[config.mk]
export PLATFORM = sky130hd
export DESIGN_NAME = execute_stage_mc
export DESIGN_NICKNAME = d
export VERILOG_FILES = /design/src/rtl/execute_pkg.sv /design/src/rtl/execute_muldiv_unit.sv /design/src/rtl/execute_stage_mc.sv
export SDC_FILE = /design/constraint.sdc
export NUM_CORES = 1
export LEC_CHECK = 0
export BUFFER_PORTS_ARGS = -buffer_cell sky130_fd_sc_hd__buf_2
export CAP_MARGIN = 20
export CORE_ASPECT_RATIO = 0.7
export CORE_UTILIZATION = 30
export CTS_CLUSTER_DIAMETER = 150
export DETAILED_ROUTE_END_ITERATION = 16
export PLACE_DENSITY = 0.49
export SLEW_MARGIN = 20
export SYNTH_ARGS = -nofsm -noshare
export SYNTH_HDL_FRONTEND = slang
export SYNTH_HIERARCHICAL = 1
export SYNTH_SLANG_ARGS = --single-unit
[constraint.sdc]
create_clock -name clock -period 6.3 [get_ports clock]
set_input_delay 0.315 -clock clock [delete_from_list [all_inputs] [get_ports clock]]
set_output_delay 0.315 -clock clock [all_outputs]
set_load 0.01 [all_outputs]
[src/rtl/execute_pkg.sv]
// Shared encodings for the multi-cycle execute stage: funct codes, ALU/forwarding selects,
// FSM states and the pass-through control bundle.
package execute_pkg;
  localparam logic [5:0] F_ADD  = 6'h20;
  localparam logic [5:0] F_ADDU = 6'h21;
  localparam logic [5:0] F_SUB  = 6'h22;
  localparam logic [5:0] F_SUBU = 6'h23;
  localparam logic [5:0] F_AND  = 6'h24;
  localparam logic [5:0] F_OR   = 6'h25;
  localparam logic [5:0] F_SLT  = 6'h2A;
  localparam logic [5:0] F_MUL  = 6'h18;
  localparam logic [5:0] F_DIV  = 6'h1A;

  typedef enum logic [1:0] {
    ALU_ADD = 2'b00, ALU_SUB = 2'b01, ALU_FUNCT = 2'b10, ALU_OR = 2'b11
  } alu_op_e;

  // 2'b11 is treated like FWD_REG.
  typedef enum logic [1:0] {
    FWD_REG = 2'b00, FWD_WB = 2'b01, FWD_MEM = 2'b10
  } fwd_sel_e;

  typedef enum logic [1:0] {
    S_IDLE = 2'd0, S_MUL = 2'd1, S_DIV = 2'd2, S_DONE = 2'd3
  } state_e;

  typedef struct packed {
    logic mem_to_reg;
    logic reg_write;
    logic read_en;
    logic write_en;
    logic branch;
  } ctrl_t;

  localparam ctrl_t CTRL_BUBBLE = '0;
endpackage

[src/rtl/execute_muldiv_unit.sv]
// Iterative shift-add multiplier (low DATA_W product bits), plus a restoring unsigned
// divider when EXECUTE_DIV_EN is defined. One step per cycle, DATA_W steps per operation.
module execute_muldiv_unit
  import execute_pkg::*;
#(
  parameter int DATA_W = 32
) (
  input  logic              clock,
  input  logic              reset,
  input  logic              start,
  input  logic              abort,
`ifdef EXECUTE_DIV_EN
  input  logic              is_div,
`endif
  input  logic [DATA_W-1:0] a,
  input  logic [DATA_W-1:0] b,
  output logic              busy,
  output logic              done,
  output logic [DATA_W-1:0] result
);
  localparam int CW = $clog2(DATA_W);

  logic [CW-1:0]     count;
  logic [DATA_W-1:0] acc, opa, opb;
  logic [DATA_W-1:0] acc_nxt, opa_nxt, opb_nxt;

  assign done = busy && (count == CW'(DATA_W - 1));

`ifdef EXECUTE_DIV_EN
  // Divide reuses the registers: acc = remainder, opa = dividend shifting into quotient,
  // opb = divisor. A zero divisor never underflows, so the quotient fills with ones.
  logic              div_mode;
  logic [DATA_W:0]   r_sh, diff;
  assign result = div_mode ? opa : acc;
`else
  assign result = acc;
`endif

  always_comb begin
    acc_nxt = opb[0] ? acc + opa : acc;
    opa_nxt = opa << 1;
    opb_nxt = opb >> 1;
`ifdef EXECUTE_DIV_EN
    r_sh = {acc, opa[DATA_W-1]};
    diff = r_sh - {1'b0, opb};
    if (div_mode) begin
      opb_nxt = opb;
      if (!diff[DATA_W]) begin
        acc_nxt = diff[DATA_W-1:0];
        opa_nxt = {opa[DATA_W-2:0], 1'b1};
      end else begin
        acc_nxt = r_sh[DATA_W-1:0];
        opa_nxt = {opa[DATA_W-2:0], 1'b0};
      end
    end
`endif
  end

  always_ff @(posedge clock) begin
    if (reset || abort) begin
      busy  <= 1'b0;
      count <= '0;
      acc   <= '0;
      opa   <= '0;
      opb   <= '0;
`ifdef EXECUTE_DIV_EN
      div_mode <= 1'b0;
`endif
    end else if (start) begin
      busy  <= 1'b1;
      count <= '0;
      acc   <= '0;
      opa   <= a;
      opb   <= b;
`ifdef EXECUTE_DIV_EN
      div_mode <= is_div;
`endif
    end else if (busy) begin
      acc   <= acc_nxt;
      opa   <= opa_nxt;
      opb   <= opb_nxt;
      count <= count + 1'b1;
      if (done) busy <= 1'b0;
    end
  end
endmodule

[src/rtl/execute_stage_mc.sv]
// Multi-cycle MIPS EX stage: forwarding, ALU, branch adder, EX/MEM register and a
// stalling mul/div sequencer. Divide support is compiled in with EXECUTE_DIV_EN.
module execute_stage_mc
  import execute_pkg::*;
#(
  parameter int DATA_W = 32,
  parameter int PC_W   = 10,
  parameter int REG_AW = 5
) (
  input  logic              clock,
  input  logic              reset,
  input  logic              ip_valid,
  input  logic              ip_flush,
  input  logic [1:0]        ip_alu_op,
  input  logic [5:0]        ip_funct,
  input  logic              ip_alu_src,
  input  logic              ip_reg_dst,
  input  logic [PC_W-1:0]   ip_pc_plus_4,
  input  logic [DATA_W-1:0] ip_rs_data,
  input  logic [DATA_W-1:0] ip_rt_data,
  input  logic [DATA_W-1:0] ip_imm,
  input  logic [REG_AW-1:0] ip_rd,
  input  logic [REG_AW-1:0] ip_rt,
  input  logic              ip_mem_to_reg,
  input  logic              ip_reg_write,
  input  logic              ip_read_en,
  input  logic              ip_write_en,
  input  logic              ip_branch,
  input  logic [1:0]        ip_fwd_a,
  input  logic [1:0]        ip_fwd_b,
  input  logic [DATA_W-1:0] ip_fwd_mem_data,
  input  logic [DATA_W-1:0] ip_fwd_wb_data,
  output logic              op_stall,
  output logic [DATA_W-1:0] op_alu_result,
  output logic [DATA_W-1:0] op_store_data,
  output logic [PC_W-1:0]   op_add_result,
  output logic [REG_AW-1:0] op_dest_reg,
  output logic              op_zero,
  output logic              op_mem_to_reg,
  output logic              op_reg_write,
  output logic              op_read_en,
  output logic              op_write_en,
  output logic              op_branch
);
  state_e            state;
  logic [DATA_W-1:0] a, rt_fwd, b, alu_res, md_result;
  logic [PC_W-1:0]   add_res, add_hold, nxt_add;
  logic [REG_AW-1:0] dest, dest_hold, nxt_dest;
  logic [DATA_W-1:0] store_hold, nxt_result, nxt_store;
  ctrl_t             ctrl_in, ctrl_hold, nxt_ctrl, ctrl_q;
  logic              nxt_zero, is_mul, long_op, issue_long, busy, done;

  function automatic logic [DATA_W-1:0] fwd_mux(input logic [1:0] sel,
      input logic [DATA_W-1:0] rf, input logic [DATA_W-1:0] mem, input logic [DATA_W-1:0] wb);
    if (sel == FWD_MEM) return mem;
    if (sel == FWD_WB)  return wb;
    return rf;
  endfunction

  assign a       = fwd_mux(ip_fwd_a, ip_rs_data, ip_fwd_mem_data, ip_fwd_wb_data);
  assign rt_fwd  = fwd_mux(ip_fwd_b, ip_rt_data, ip_fwd_mem_data, ip_fwd_wb_data);
  assign b       = ip_alu_src ? ip_imm : rt_fwd;
  assign add_res = ip_pc_plus_4 + {ip_imm[PC_W-3:0], 2'b00};
  assign dest    = ip_reg_dst ? ip_rd : ip_rt;
  assign ctrl_in = {ip_mem_to_reg, ip_reg_write, ip_read_en, ip_write_en, ip_branch};

  assign is_mul = (ip_alu_op == ALU_FUNCT) && (ip_funct == F_MUL);
`ifdef EXECUTE_DIV_EN
  logic is_div;
  assign is_div  = (ip_alu_op == ALU_FUNCT) && (ip_funct == F_DIV);
  assign long_op = is_mul || is_div;
`else
  assign long_op = is_mul;
`endif
  assign issue_long = (state == S_IDLE) && ip_valid && long_op;
  assign op_stall   = !reset && !ip_flush && (issue_long || busy);

  always_comb begin
    alu_res = '0;
    case (alu_op_e'(ip_alu_op))
      ALU_ADD: alu_res = a + b;
      ALU_SUB: alu_res = a - b;
      ALU_OR:  alu_res = a | b;
      ALU_FUNCT:
        case (ip_funct)
          F_ADD, F_ADDU: alu_res = a + b;
          F_SUB, F_SUBU: alu_res = a - b;
          F_AND:         alu_res = a & b;
          F_OR:          alu_res = a | b;
          F_SLT:         alu_res = {{(DATA_W-1){1'b0}}, ($signed(a) < $signed(b))};
          default:       alu_res = '0;
        endcase
    endcase
  end

  execute_muldiv_unit #(.DATA_W(DATA_W)) u_muldiv (
    .clock  (clock),
    .reset  (reset),
    .start  (issue_long && !ip_flush),
    .abort  (ip_flush),
`ifdef EXECUTE_DIV_EN
    .is_div (is_div),
`endif
    .a      (a),
    .b      (b),
    .busy   (busy),
    .done   (done),
    .result (md_result)
  );

  // Everything not explicitly loaded below is a bubble.
  always_comb begin
    nxt_result = '0;
    nxt_store  = '0;
    nxt_add    = '0;
    nxt_dest   = '0;
    nxt_ctrl   = CTRL_BUBBLE;
    nxt_zero   = 1'b0;
    if (!ip_flush) begin
      if (state == S_IDLE && ip_valid && !long_op) begin
        nxt_result = alu_res;
        nxt_store  = rt_fwd;
        nxt_add    = add_res;
        nxt_dest   = dest;
        nxt_ctrl   = ctrl_in;
        nxt_zero   = (alu_res == '0);
      end else if (state == S_DONE) begin
        nxt_result = md_result;
        nxt_store  = store_hold;
        nxt_add    = add_hold;
        nxt_dest   = dest_hold;
        nxt_ctrl   = ctrl_hold;
        nxt_zero   = (md_result == '0);
      end
    end
  end

  always_ff @(posedge clock) begin
    if (reset) begin
      state         <= S_IDLE;
      ctrl_hold     <= CTRL_BUBBLE;
      store_hold    <= '0;
      add_hold      <= '0;
      dest_hold     <= '0;
      op_alu_result <= '0;
      op_store_data <= '0;
      op_add_result <= '0;
      op_dest_reg   <= '0;
      op_zero       <= 1'b0;
      ctrl_q        <= CTRL_BUBBLE;
    end else begin
      op_alu_result <= nxt_result;
      op_store_data <= nxt_store;
      op_add_result <= nxt_add;
      op_dest_reg   <= nxt_dest;
      op_zero       <= nxt_zero;
      ctrl_q        <= nxt_ctrl;
      if (ip_flush) begin
        state <= S_IDLE;
      end else begin
        case (state)
          S_IDLE:
            if (issue_long) begin
`ifdef EXECUTE_DIV_EN
              state <= is_div ? S_DIV : S_MUL;
`else
              state <= S_MUL;
`endif
              ctrl_hold  <= ctrl_in;
              store_hold <= rt_fwd;
              add_hold   <= add_res;
              dest_hold  <= dest;
            end
          S_MUL:  if (done) state <= S_DONE;
`ifdef EXECUTE_DIV_EN
          S_DIV:  if (done) state <= S_DONE;
`endif
          // DONE never re-issues: the instruction still in ID/EX has already executed.
          S_DONE: state <= S_IDLE;
          default: state <= S_IDLE;
        endcase
      end
    end
  end

  assign op_mem_to_reg = ctrl_q.mem_to_reg;
  assign op_reg_write  = ctrl_q.reg_write;
  assign op_read_en    = ctrl_q.read_en;
  assign op_write_en   = ctrl_q.write_en;
  assign op_branch     = ctrl_q.branch;
endmodule

==> run metrics <==
setup slack, reg-to-reg approximately 2400 ps; Post-DP HPWL 69.7 mm; Pre-Repair DR Iteration Count 6; RSZ-0062 raised after global routing no; CTS Buffer Depth 3; DRT antenna net count 0; Slew Limit Fails 0; # setup viols final 0; Syn Std Cell Area 19,500 µm²; total grt overflow 0; clock slew at reported path FFs ~60 ps; cts bufs inserted 29; vias in the first global route slightly below 20,000; initial antenna violation count 14; crit-path max FO 12; first-pass GRT wire length about 130 mm; die span in x a little over 300 µm; clk sinks between 200 and 250; dominant cell type by area after synthesis dfxtp_1; core area approximately 64,000 µm²; Hold Fails Final Rpt 0; area share of the largest cell type after synthesis 0.248; Skew-Pair Late Insertion Delay 610 ps; Hold Path Stages 4; Synth Instances between 2,000 and 3,000; post-place setup slack 428 ps; r2r startpoint state[0]; Seq cells post-synth between 200 and 250; die area ~66,000 µm²; Area Growth Syn to Fin 17.4%; Ports 289; vias per cell roughly 5.6; fin nets roughly 3,100; setup repair bufs after CTS 0; largest net degree at the start of global routing 86; Post-Syn Nets about 3,000; DRC viols 0; Site Rows just under 80; Hold Startpoint ip_rt[4]; Synth Flop Type dfxtp_1; all-layer global routing usage 0.260; TNS Setup 0 ps; Tot Pwr 0.00498 W; Lkg Pwr ~9.7 nW; FMAX approximately 180 MHz; fraction of layout cells with a size suffix above 1 0.193; WP data arrival around 6000 ps; via count just over 20,000; CTS Root Cell clkbuf_16; CP Data Required Time just under 7000 ps; final WL ~89 mm; max cap viols 0; Cell Pwr Density about 220 nW/µm²; Least-Margin Pin Slew 1150 ps; Initial DRC Count between 1,500 and 2,000; R2R cell count 14; worst clock skew about 14 ps; Distinct cells, synth between 100 and 150; EDFF count, synth 0; H-tree Lvls 1; synth top area cells dfxtp_1, ha_1, mux2i_1, a21oi_1, nor2_1; worst relative slew slack 0.234; most frequent cells in the layout nor2_1, nand2_1, buf_2; Avg Inst Size Synth 7.55 µm²; post-DR wirelength/cell about 24 µm; r2r endpoint op_zero; Port Buffers about 290; Crit. End Element flip-flop; metal3 WL ~7.2 mm; fill count roughly 6,700; Seq/Total Area, Yosys 0.248; CTS tree done; most common cell after layout, fill and taps aside nor2_1; ys async rst share 0; Setup WS post-layout ~840 ps; Highest Signal Layer met5; hold endpoint op_dest_reg[4]; routability cong. slightly below 1; status complete, no violations; Tcrit/Tclk final 0.867; Final min period ~5500 ps; WS Path Type primary input to flip-flop; CP Launch Type primary input; warnings from Yosys 6; worst hold path class primary input to flip-flop; wire length on met2 between 30 and 40 mm; initial core utilization 0.306; DRT met1 WL 43.1 mm; maximum vdd drop about 170 µV; Chip Height roughly 220 µm
metal layers:
layer	track usage	vias up
li1	-	9628
met1	0.388	9965
met2	0.378	812
met3	0.0552	118
met4	0.0532	6
met5	0	-
power breakdown:
group | total [W] | internal [W] | switching (W) | leakage [nW]
combinational | 0.00169 | 0.000598 | 0.00109 | 7.32
clock | 0.00173 | 0.000961 | 0.000773 | 0.469
sequential | 0.00155 | 0.00155 | 0.00000761 | 1.95
stage by stage:
step / utilization / cells / hold slack (ps) / instance area [µm²]
after floorplan: - / 2579 / 432 / 19500
after global placement: 0.343 / 3628 / 438 / 21800
after detailed placement: 0.343 / 3628 / 445 / 21800
after CTS: 0.359 / 3689 / 85.3 / 22900
after global routing: 0.359 / 3691 / 133 / 22900
final: 0.359 / 3692 / 110 / 22900
synth_stat cells (all sizes together) (7+ instances only):
cell type and number:
a21oi 276, a221oi 9, nand2b 15, ha 131, and2 12, or3 12
o21ai 128, or4 7, a22oi 76, nor3b 7, nor2 335, mux2 71
o31ai 9, nor3 32, o221ai 7, nor4 23, a2111oi 7, o21bai 17
buf 34, and3 12, a21o 32, nand4 15, xnor2 38, clkbuf 135
a211oi 22, nor2b 17, o22ai 16, mux2i 147, o211ai 14, o21a 78
or2 9, a31oi 15, inv 107, xor2 27, nand3 28, nand2 319
a211o 7, dfxtp 241
critical path, cell delays in order:
cell and delay, ps:
buf_2 310, buf_4 300, mux2_2 370, o21ai_0 150, o21ai_0 200, ha_1 460, or3b_2 500, o211ai_2 360
a21oi_1 180, o22ai_1 460, a21oi_1 280, o21ai_1 340, o31ai_1 190, o41a_1 490, o21ai_1 230, a21oi_1 230
nor2b_1 160, nand4_1 120, o41ai_2 270
final cells by class:
class	instances	area, µm²	area share
inverter	107	402	0.0176
clock buffer	34	764	0.0334
tap	869	1090	0.0476
sequential	241	4830	0.211
antenna	3	7.51	0.000328
multi-input combinational	2062	13600	0.594
clock inverter	20	194	0.00848
timing repair buffer	356	2000	0.0873
cells by family after synthesis:
family,after synthesis,synth area share
buf+inv,276,0.0561
mux,218,0.117
simple gates,867,0.197
xor+xnor,65,0.0292
fa+ha+maj,135,0.0883
compound gates,777,0.265
flops,241,0.248
worst max path at each step:
| stage | end | depth (start not counted) | startpoint |
|---|---|---|---|
| after global routing | op_alu_result[0] | 20 | ip_fwd_b[0] |
| after global placement | op_zero | 19 | ip_fwd_b[0] |
| final | op_zero | 19 | ip_fwd_b[0] |
| after detailed placement | op_zero | 19 | ip_fwd_b[0] |
| after CTS | op_zero | 19 | ip_fwd_b[0] |
| after floorplan | op_zero | 23 | ip_fwd_b[0] |
what timing repair did:
| action | in CTS | in global routing |
|---|---|---|
| hold buffers | 7 | 0 |
| gates resized for setup | 0 | 0 |
| hold endpoints to repair | 14 | 0 |
Power figures use the tool's default switching activity.
